## src/rtl/div_unit_if.sv

```systemverilog
// Request/response bus of the RV32M divide unit: the request carries the
// operation and operands, the response carries the 32-bit result.
interface div_unit_if;
    logic        req_valid;
    logic        req_ready;
    logic [1:0]  divop;
    logic [31:0] a;
    logic [31:0] b;
    logic        resp_valid;
    logic        resp_ready;
    logic [31:0] f;

    modport master (
        output req_valid, divop, a, b, resp_ready,
        input  req_ready, resp_valid, f
    );

    modport slave (
        input  req_valid, divop, a, b, resp_ready,
        output req_ready, resp_valid, f
    );
endinterface

```

## src/rtl/div_unit.sv

```systemverilog
// Multi-cycle DIV/DIVU/REM/REMU unit: radix-2 restoring division, one quotient
// bit per clock, with divide-by-zero and signed overflow resolved in one cycle.
module div_unit (
    input  logic        clk,
    input  logic        rst_n,
    div_unit_if.slave   bus
);
    localparam logic [1:0] S_IDLE = 2'd0;
    localparam logic [1:0] S_CALC = 2'd1;
    localparam logic [1:0] S_DONE = 2'd2;

    logic [1:0]  state;
    logic [1:0]  op_q;
    logic        neg_q;
    logic        spec_q;
    logic [4:0]  cnt;
    logic [31:0] quo_q;
    logic [31:0] rem_q;
    logic [31:0] dvs_q;
    logic [31:0] f_q;

    logic        signed_op, a_neg, b_neg, div_zero, ovf;
    logic [31:0] a_mag, b_mag, special_res;
    logic [32:0] partial;
    logic        ge;
    logic [31:0] diff, rem_nxt, quo_nxt, res_raw, result;

    // NOTE: every signal written here gets a default first, so no path can leave
    // a value unassigned and infer a latch.
    always_comb begin
        signed_op   = ~bus.divop[0];
        a_neg       = signed_op & bus.a[31];
        b_neg       = signed_op & bus.b[31];
        a_mag       = a_neg ? (32'd0 - bus.a) : bus.a;
        b_mag       = b_neg ? (32'd0 - bus.b) : bus.b;
        div_zero    = (bus.b == 32'd0);
        ovf         = signed_op && (bus.a == 32'h8000_0000) && (bus.b == 32'hFFFF_FFFF);
        special_res = 32'd0;
        if (div_zero)
            special_res = bus.divop[1] ? bus.a : 32'hFFFF_FFFF;
        else if (ovf)
            special_res = bus.divop[1] ? 32'd0 : 32'h8000_0000;

        // Shift the next dividend bit into the remainder and trial-subtract.
        // When the subtraction succeeds the true difference is below the
        // divisor, so its low 32 bits are exact.
        partial = {rem_q, quo_q[31]};
        ge      = (partial >= {1'b0, dvs_q});
        diff    = partial[31:0] - dvs_q;
        rem_nxt = ge ? diff : partial[31:0];
        quo_nxt = {quo_q[30:0], ge};
        res_raw = op_q[1] ? rem_nxt : quo_nxt;
        result  = neg_q ? (32'd0 - res_raw) : res_raw;
    end

    assign bus.req_ready  = (state == S_IDLE);
    assign bus.resp_valid = (state == S_DONE);
    assign bus.f          = f_q;

    // NOTE: sequential state uses non-blocking assignments only, so every
    // register samples the values from before this edge.
    always_ff @(posedge clk or negedge rst_n) begin
        if (!rst_n) begin
            state  <= S_IDLE;
            op_q   <= 2'd0;
            neg_q  <= 1'b0;
            spec_q <= 1'b0;
            cnt    <= 5'd0;
            quo_q  <= 32'd0;
            rem_q  <= 32'd0;
            dvs_q  <= 32'd0;
            f_q    <= 32'd0;
        end else begin
            case (state)
                S_IDLE: begin
                    if (bus.req_valid) begin
                        state <= S_CALC;
                        op_q  <= bus.divop;
                        cnt   <= 5'd0;
                        rem_q <= 32'd0;
                        dvs_q <= b_mag;
                        neg_q <= bus.divop[1] ? a_neg : (a_neg ^ b_neg);
                        // Special cases park their answer in the quotient
                        // register and spend exactly one CALC cycle.
                        spec_q <= div_zero | ovf;
                        quo_q  <= (div_zero | ovf) ? special_res : a_mag;
                    end
                end
                S_CALC: begin
                    if (spec_q) begin
                        f_q   <= quo_q;
                        state <= S_DONE;
                    end else begin
                        rem_q <= rem_nxt;
                        quo_q <= quo_nxt;
                        cnt   <= cnt + 5'd1;
                        if (cnt == 5'd31) begin
                            f_q   <= result;
                            state <= S_DONE;
                        end
                    end
                end
                S_DONE: begin
                    if (bus.resp_ready)
                        state <= S_IDLE;
                end
                default: state <= S_IDLE;
            endcase
        end
    end
endmodule

```

## src/flat_wrapper.sv

```systemverilog
// flat-port wrapper written by rule: the top's interface ports become plain ports
module div_unit_flat 
  (clk, rst_n, bus_req_valid, bus_divop, bus_a, bus_b, bus_resp_ready, bus_req_ready, bus_resp_valid, bus_f);
  div_unit_if bus_i ();
  input  logic clk;
  input  logic rst_n;
  input wire logic [$bits(bus_i.req_valid)-1:0] bus_req_valid;
  input wire logic [$bits(bus_i.divop)-1:0] bus_divop;
  input wire logic [$bits(bus_i.a)-1:0] bus_a;
  input wire logic [$bits(bus_i.b)-1:0] bus_b;
  input wire logic [$bits(bus_i.resp_ready)-1:0] bus_resp_ready;
  output wire logic [$bits(bus_i.req_ready)-1:0] bus_req_ready;
  output wire logic [$bits(bus_i.resp_valid)-1:0] bus_resp_valid;
  output wire logic [$bits(bus_i.f)-1:0] bus_f;
  assign bus_i.req_valid = bus_req_valid;
  assign bus_i.divop = bus_divop;
  assign bus_i.a = bus_a;
  assign bus_i.b = bus_b;
  assign bus_i.resp_ready = bus_resp_ready;
  assign bus_req_ready = bus_i.req_ready;
  assign bus_resp_valid = bus_i.resp_valid;
  assign bus_f = bus_i.f;
  div_unit u_core (.clk(clk), .rst_n(rst_n), .bus(bus_i));
endmodule
```

## config.mk

```make
export PLATFORM = sky130hd
export DESIGN_NAME = div_unit_flat
export DESIGN_NICKNAME = d
export VERILOG_FILES = /design/src/rtl/div_unit_if.sv /design/src/rtl/div_unit.sv /design/src/flat_wrapper.sv
export SDC_FILE = /design/constraint.sdc
export NUM_CORES = 1
export LEC_CHECK = 0
export CAP_MARGIN = 10
export CORE_AREA = 3 3 143 145
export DETAILED_ROUTE_END_ITERATION = 8
export DIE_AREA = 0 0 146 148
export PLACE_DENSITY = 0.82
export SETUP_SLACK_MARGIN = 0.15
export SKIP_LAST_GASP = 1
export SLEW_MARGIN = 40
export SYNTH_ARGS = -nofsm -noshare
export SYNTH_HDL_FRONTEND = slang
export SYNTH_SLANG_ARGS = --single-unit
```

## constraint.sdc

```tcl
create_clock -name clk -period 6.2 [get_ports clk]
set_clock_uncertainty 0.05 [all_clocks]
set_input_delay 1.24 -clock clk [delete_from_list [all_inputs] [get_ports clk]]
set_output_delay 1.24 -clock clk [all_outputs]
set_load 0.03 [all_outputs]
```

## Yosys cells after proc, flatten, opt, wreduce, memory -nomap -nowiden

Index checks and enable logic that the tools add are counted.

| storage, ports and cells | value |
|---|---|
| bits in registers | 139 |
| input bits | 70 |
| output and inout port bits | 34 |
| logic and storage cells | 66 |

| cells by class | value |
|---|---|
| add/sub/neg operators | 5 |
| order comparisons | 1 |
| equality and inequality tests | 9 |
| muxes and demuxes | 27 |
| bitwise logic cells | 5 |
| reduce and logical (&&, ||, !) cells | 10 |

Operators with widths:

| kind | number |
|---|---|
| two-way mux 32 bit | 16 |
| case mux 32 bit (2 select lines) | 2 |
| subtractor 1 x 32 -> 32 bit (first input constant) | 3 |
| equality test 32 bit (second input constant) | 2 |
| greater-or-equal comparator 33 x 32 -> 1 bit | 1 |
| zero test 32 bit | 1 |
| subtractor 32 bit | 1 |
| two-way mux 5 bit | 2 |
| case mux 5 bit (2 select lines) | 1 |
| two-way mux 2 bit | 4 |
| inequality test 2 bit (second input constant) | 3 |
| case mux 2 bit (3 select lines) | 1 |
| AND reduction 3 bit | 2 |
| adder 5 x 1 -> 5 bit (second input constant) | 1 |
| equality test 5 bit (second input constant) | 1 |
| AND reduction 2 bit | 2 |
| nonzero test 2 bit | 2 |
| inequality test 3 x 1 -> 1 bit (second input constant) | 1 |
| AND 1 bit | 2 |
| equality test 2 x 1 -> 1 bit (second input constant) | 1 |
| equality test 2 bit (second input constant) | 1 |
| logical AND 1 bit | 2 |
| zero test 2 bit | 1 |
| two-way mux 1 bit | 1 |
| other kinds (3) | 3 |

## Longest topological paths before layout

| depth | value |
|---|---|
| depth in word-level cells | 8 |
| depth in mapped cells | 24 |
| mapped depth without buffers | 19 |

## Worst setup path before layout

OpenSTA, ideal clock, no wires.

| timing path | value |
|---|---|
| path kind | reg2reg |
| from | reg u_core.rem_q[19] |
| to | reg u_core.f_q[18], in the netlist u_core.bus.f[18] |
| library setup time | 126 ps |
| data arrival time | 4586 ps |
| data required time | 6024 ps |
| slack | 1438 ps |
| cell stages (with the launch flop) | 22 |
| buffers on the path | 3 |
| period minus slack after synthesis | 4762 ps |
| path through | dfrtp_1 ha_1 a21o_1 o21bai_1 a311oi_2 o211ai_2 nor2_1 buf_6 clkbuf_1 buf_1 mux2i_1 nor2_1 a21oi_1 ha_1 nand2_1 a221oi_1 nor2_1 nor3b_1 nand3_1 o21ai_0 xnor2_1 a221o_1 |

| between the ends | value |
|---|---|
| cells in the longest elaborated chain, start to end | 7 |

RTL lines:

| what | line | text |
|---|---|---|
| start: declaration | div_unit.sv:18 | `logic [31:0] rem_q;` |
| start signal: assignment | div_unit.sv:94 | `rem_q <= rem_nxt;` |
| greater-or-equal comparator 33 x 32 -> 1 bit * | div_unit.sv:48 | `ge = (partial >= {1'b0, dvs_q});` |
| two-way mux 32 bit | div_unit.sv:50 | `rem_nxt = ge ? diff : partial[31:0];` |
| two-way mux 32 bit * | div_unit.sv:52 | `res_raw = op_q[1] ? rem_nxt : quo_nxt;` |
| subtractor 1 x 32 -> 32 bit | div_unit.sv:53 | `result = neg_q ? (32'd0 - res_raw) : res_raw;` |
| two-way mux 32 bit * | div_unit.sv:53 |  |
| two-way mux 32 bit * | div_unit.sv:97 | `if (cnt == 5'd31) begin` |
| two-way mux 32 bit * | div_unit.sv:90 | `if (spec_q) begin` |
| end signal: assignment | div_unit.sv:91 | `f_q <= quo_q;` |
| end signal: assignment | div_unit.sv:98 | `f_q <= result;` |
| end: declaration | div_unit.sv:20 | `logic [31:0] f_q;` |

Mark *: on every way between the ends. The rest lies on a longest branch, timed or not. The select of a mux whose other input is x is not followed.
A chain may end at the register's enable or synchronous reset.

## Worst setup path after layout

| timing path | value |
|---|---|
| from | reg u_core.rem_q[8] |
| to | reg u_core.f_q[18], in the netlist u_core.bus.f[18] |

| between the ends | value |
|---|---|
| cells in the longest elaborated chain, start to end | 7 |
| elaborated cells on any way between the ends | 8 |
| those cells by class | add/sub: 2; order compare: 1; mux: 5 |

RTL lines:

| what | line |
|---|---|
| subtractor 32 bit / greater-or-equal comparator 33 x 32 -> 1 bit (equally long branches) | div_unit.sv:49, div_unit.sv:48 |
| two-way mux 32 bit | div_unit.sv:50 |
| two-way mux 32 bit * | div_unit.sv:52 |
| subtractor 1 x 32 -> 32 bit | div_unit.sv:53 |
| two-way mux 32 bit * | div_unit.sv:53 |
| two-way mux 32 bit * | div_unit.sv:97 |
| two-way mux 32 bit * | div_unit.sv:90 |

Marked as above.

==> results.toml <==
[outcome]
outcome = "finished clean"

[clock_network]
hold_buffers = 0
cts_htree_levels = 4
cts_setup_buffers = 0
cts-root-buf = "clkbuf_16"
clock_latency_ps = 430
cts_made_buffers = 17
cts_resized = 0
tritoncts = "yes"
cts_buffer_depth = 2
clock-sinks = 138
cts.clk_slew.worst_paths_ps = 70

[worst_setup_path]
path_delay_family = "simple AND/OR/NAND/NOR gates"
reg2regPathDepth = 18
slowest_delay_ps = 570
crit_slowest_cell = "ha_1"
worstPathRequired_ps = 6470
crit_chain = "ha_1 > nand4_4 > or3_4 > or4_4 > o211ai_2 > nor2_2 > mux2i_1 > nor2_1 > a21oi_1 > ha_1 > nand2_1 > a221oi_1 > nor2_1 > nor3b_1 > nand3_1 > o21ai_0 > xnor2_1 > a221o_1"
arrival_ps = 5440
r2r-start = "u_core.rem_q[8]"
start_kind = "flop"
r2r_slack_ps = 1030
path_class = "reg2reg"
end_kind = "flop"
r2r_end = "u_core.bus.f[18]"
cp_num_buf_inv = 0
crit_fanout = 13

[placed_design]
place_congestion = 0.996
dp_hpwl_um = 28800
placed_area_mm2 = 0.0127
portBuffers = 103

[final_layout]
drive_gt1_frac = 0.0666
design_area_mm2 = 0.0134
area_growth_syn_to_layout_pct = 15.8
fillCellCount = 1623
layout.nets = 1657
antenna_cells = 0

[timing]
min_period_ps = 5170
finalHoldViolCount = 0
finalCritPeriodShare = 0.833
setup_violations = 0
worst_slew_pin_slew_ps = 787
slew_viol_final = 0
finalSetupTns_ps = 0
maxSlewHeadroom = 0.472
rsz0062_at_grt = "no"
fin_hold_ws_ps = 430
max_freq_ghz = 0.194

[synth]
synth_fp_nets = 1607
yosysTopAreaCellShare = 0.299
async_reset_ff_frac = 1.00
synth_top_area_cell = "dfrtp_1"
synth-edff-count = 0
ys.warnings.count = 0
netlist_instances = 1498
synth-seq-cells = 138
synth_area_mm2 = 0.0115
synth_area_leaders = "dfrtp_1 (30%), o21ai_0 (6.4%), a21oi_1 (6.2%)"
synth_cell_types = 90
synth_flop_cell = "dfrtp_1"
synth-seq-area-share = 0.299
avgSynthCellArea_um2 = 7.70

[route]
vias = 12100
wl_per_cell_um = 21.4
drc = 0
dr.first_iter.drc_count = 1309
firstDrtPassIters = 5
wirelength_um = 39100
ant_nets = 0
vias_per_cell = 6.63

[global_route]
antenna_found_initial = 0
overflow = 0
grt_use_total = 0.356
grt_pass1_vias = 11300
grt_first_pass_wirelength_um = 61700
grt_max_degree = 100

[floorplan]
initial_utilization = 0.597
coreArea_mm2 = 0.0193
die_h_um = 148
die-area_mm2 = 0.0216
die_x_um = 146
boundaryPins = 104
rows = 51

[min_path]
min_path_type = "reg2reg"
hold_depth = 2
hold_end = "u_core.dvs_q[25]"
hp-start = "u_core.dvs_q[25]"

[run]
maxCapViolations = 0
## cell type report
cell class	instances	area, um^2	share of cell area
Clock buffer	18	429	0.0321
Multi-Input combinational cell	1211	7480	0.560
Inverter	56	210	0.0157
Sequential cell	138	3460	0.259
Clock inverter	14	231	0.0173
Timing Repair Buffer	124	1210	0.0909
Tap cell	265	332	0.0248
## routing by layer
metal / share of wire / vias to the layer above / track usage
li1: - / 5596 / -
met1: 0.41 / 5718 / 0.488
met2: 0.44 / 663 / 0.537
met3: 0.098 / 129 / 0.0699
met4: 0.055 / 0 / 0.184
met5: 0 / - / 0
## metrics by stage
stage,worst slack (ps),instances,util
after detailed placement,1120,1793,0.655
after global routing,706,1826,0.691
after CTS,1110,1825,0.689
final,1030,1826,0.691
after global placement,1240,1793,0.654
after floorplan,1440,1498,-
## state kept, by name (all words and copies together) (netlist names)
register / count
u_core.spec_q: 1
u_core.state: 2
u_core.dvs_q: 32
u_core.bus.f: 32
u_core.neg_q: 1
u_core.quo_q: 32
u_core.rem_q: 32
u_core.cnt: 5
u_core.op_q: 1
## Yosys cell counts, types with 9 or more instances
cell type and count:
a211oi_1 19, a21o_1 15, a21oi_1 143, a22o_1 11, a31oi_1 28, and3_1 21, clkbuf_1 64, dfrtp_1 138
ha_1 38, inv_1 55, mux2i_1 30, nand2_1 175, nand2b_1 9, nand3_1 36, nand4_1 19, nor2_1 149
nor2b_1 14, nor3_1 43, nor4_1 14, o211ai_1 10, o21a_1 18, o21ai_0 148, o221ai_1 13, o22ai_1 9
o31ai_1 22, or3_1 16, xnor2_1 40, xor2_1 31
## layout by cell type (no fill, tap or decap), drive strengths merged, types with 36 or more instances in the layout
| master | count |
|---|---|
| clkdlybuf4s50 | 102 |
| nand2 | 175 |
| o21ai | 154 |
| xnor2 | 40 |
| nand3 | 36 |
| a21oi | 144 |
| inv | 61 |
| nor2 | 149 |
| nor3 | 44 |
| dfrtp | 138 |
| ha | 38 |
## worst min-delay path, stage by stage (launching register included)
cell     delay [ps]
dfrtp_1         340
nand2_1          40
o21ai_0          60
## kinds of logic after synthesis
kind of cell    after synthesis  synth area share
compound gates              520             0.288
xor+xnor                     71            0.0539
fa+ha+maj                    39            0.0429
buf+inv                     149            0.0554
flops                       138             0.299
mux                          37            0.0332
simple gates                544             0.227
## how the worst max path moves through the flow
stage / startpoint / endpoint / slack (ps) / cells past startpoint
final: u_core.rem_q[8] / u_core.bus.f[18] / 1030 / 18
after global routing: u_core.rem_q[8] / u_core.bus.f[24] / 710 / 18
after CTS: u_core.rem_q[8] / u_core.bus.f[18] / 1110 / 18
after detailed placement: u_core.rem_q[8] / u_core.bus.f[18] / 1120 / 18
after global placement: u_core.rem_q[8] / u_core.bus.f[18] / 1240 / 18
after floorplan: u_core.rem_q[19] / u_core.bus.f[18] / 1440 / 21
Power is left out: the tool's default activity adds up to more than one toggle a clock period on the data nets, which glitch-free logic cannot reach.
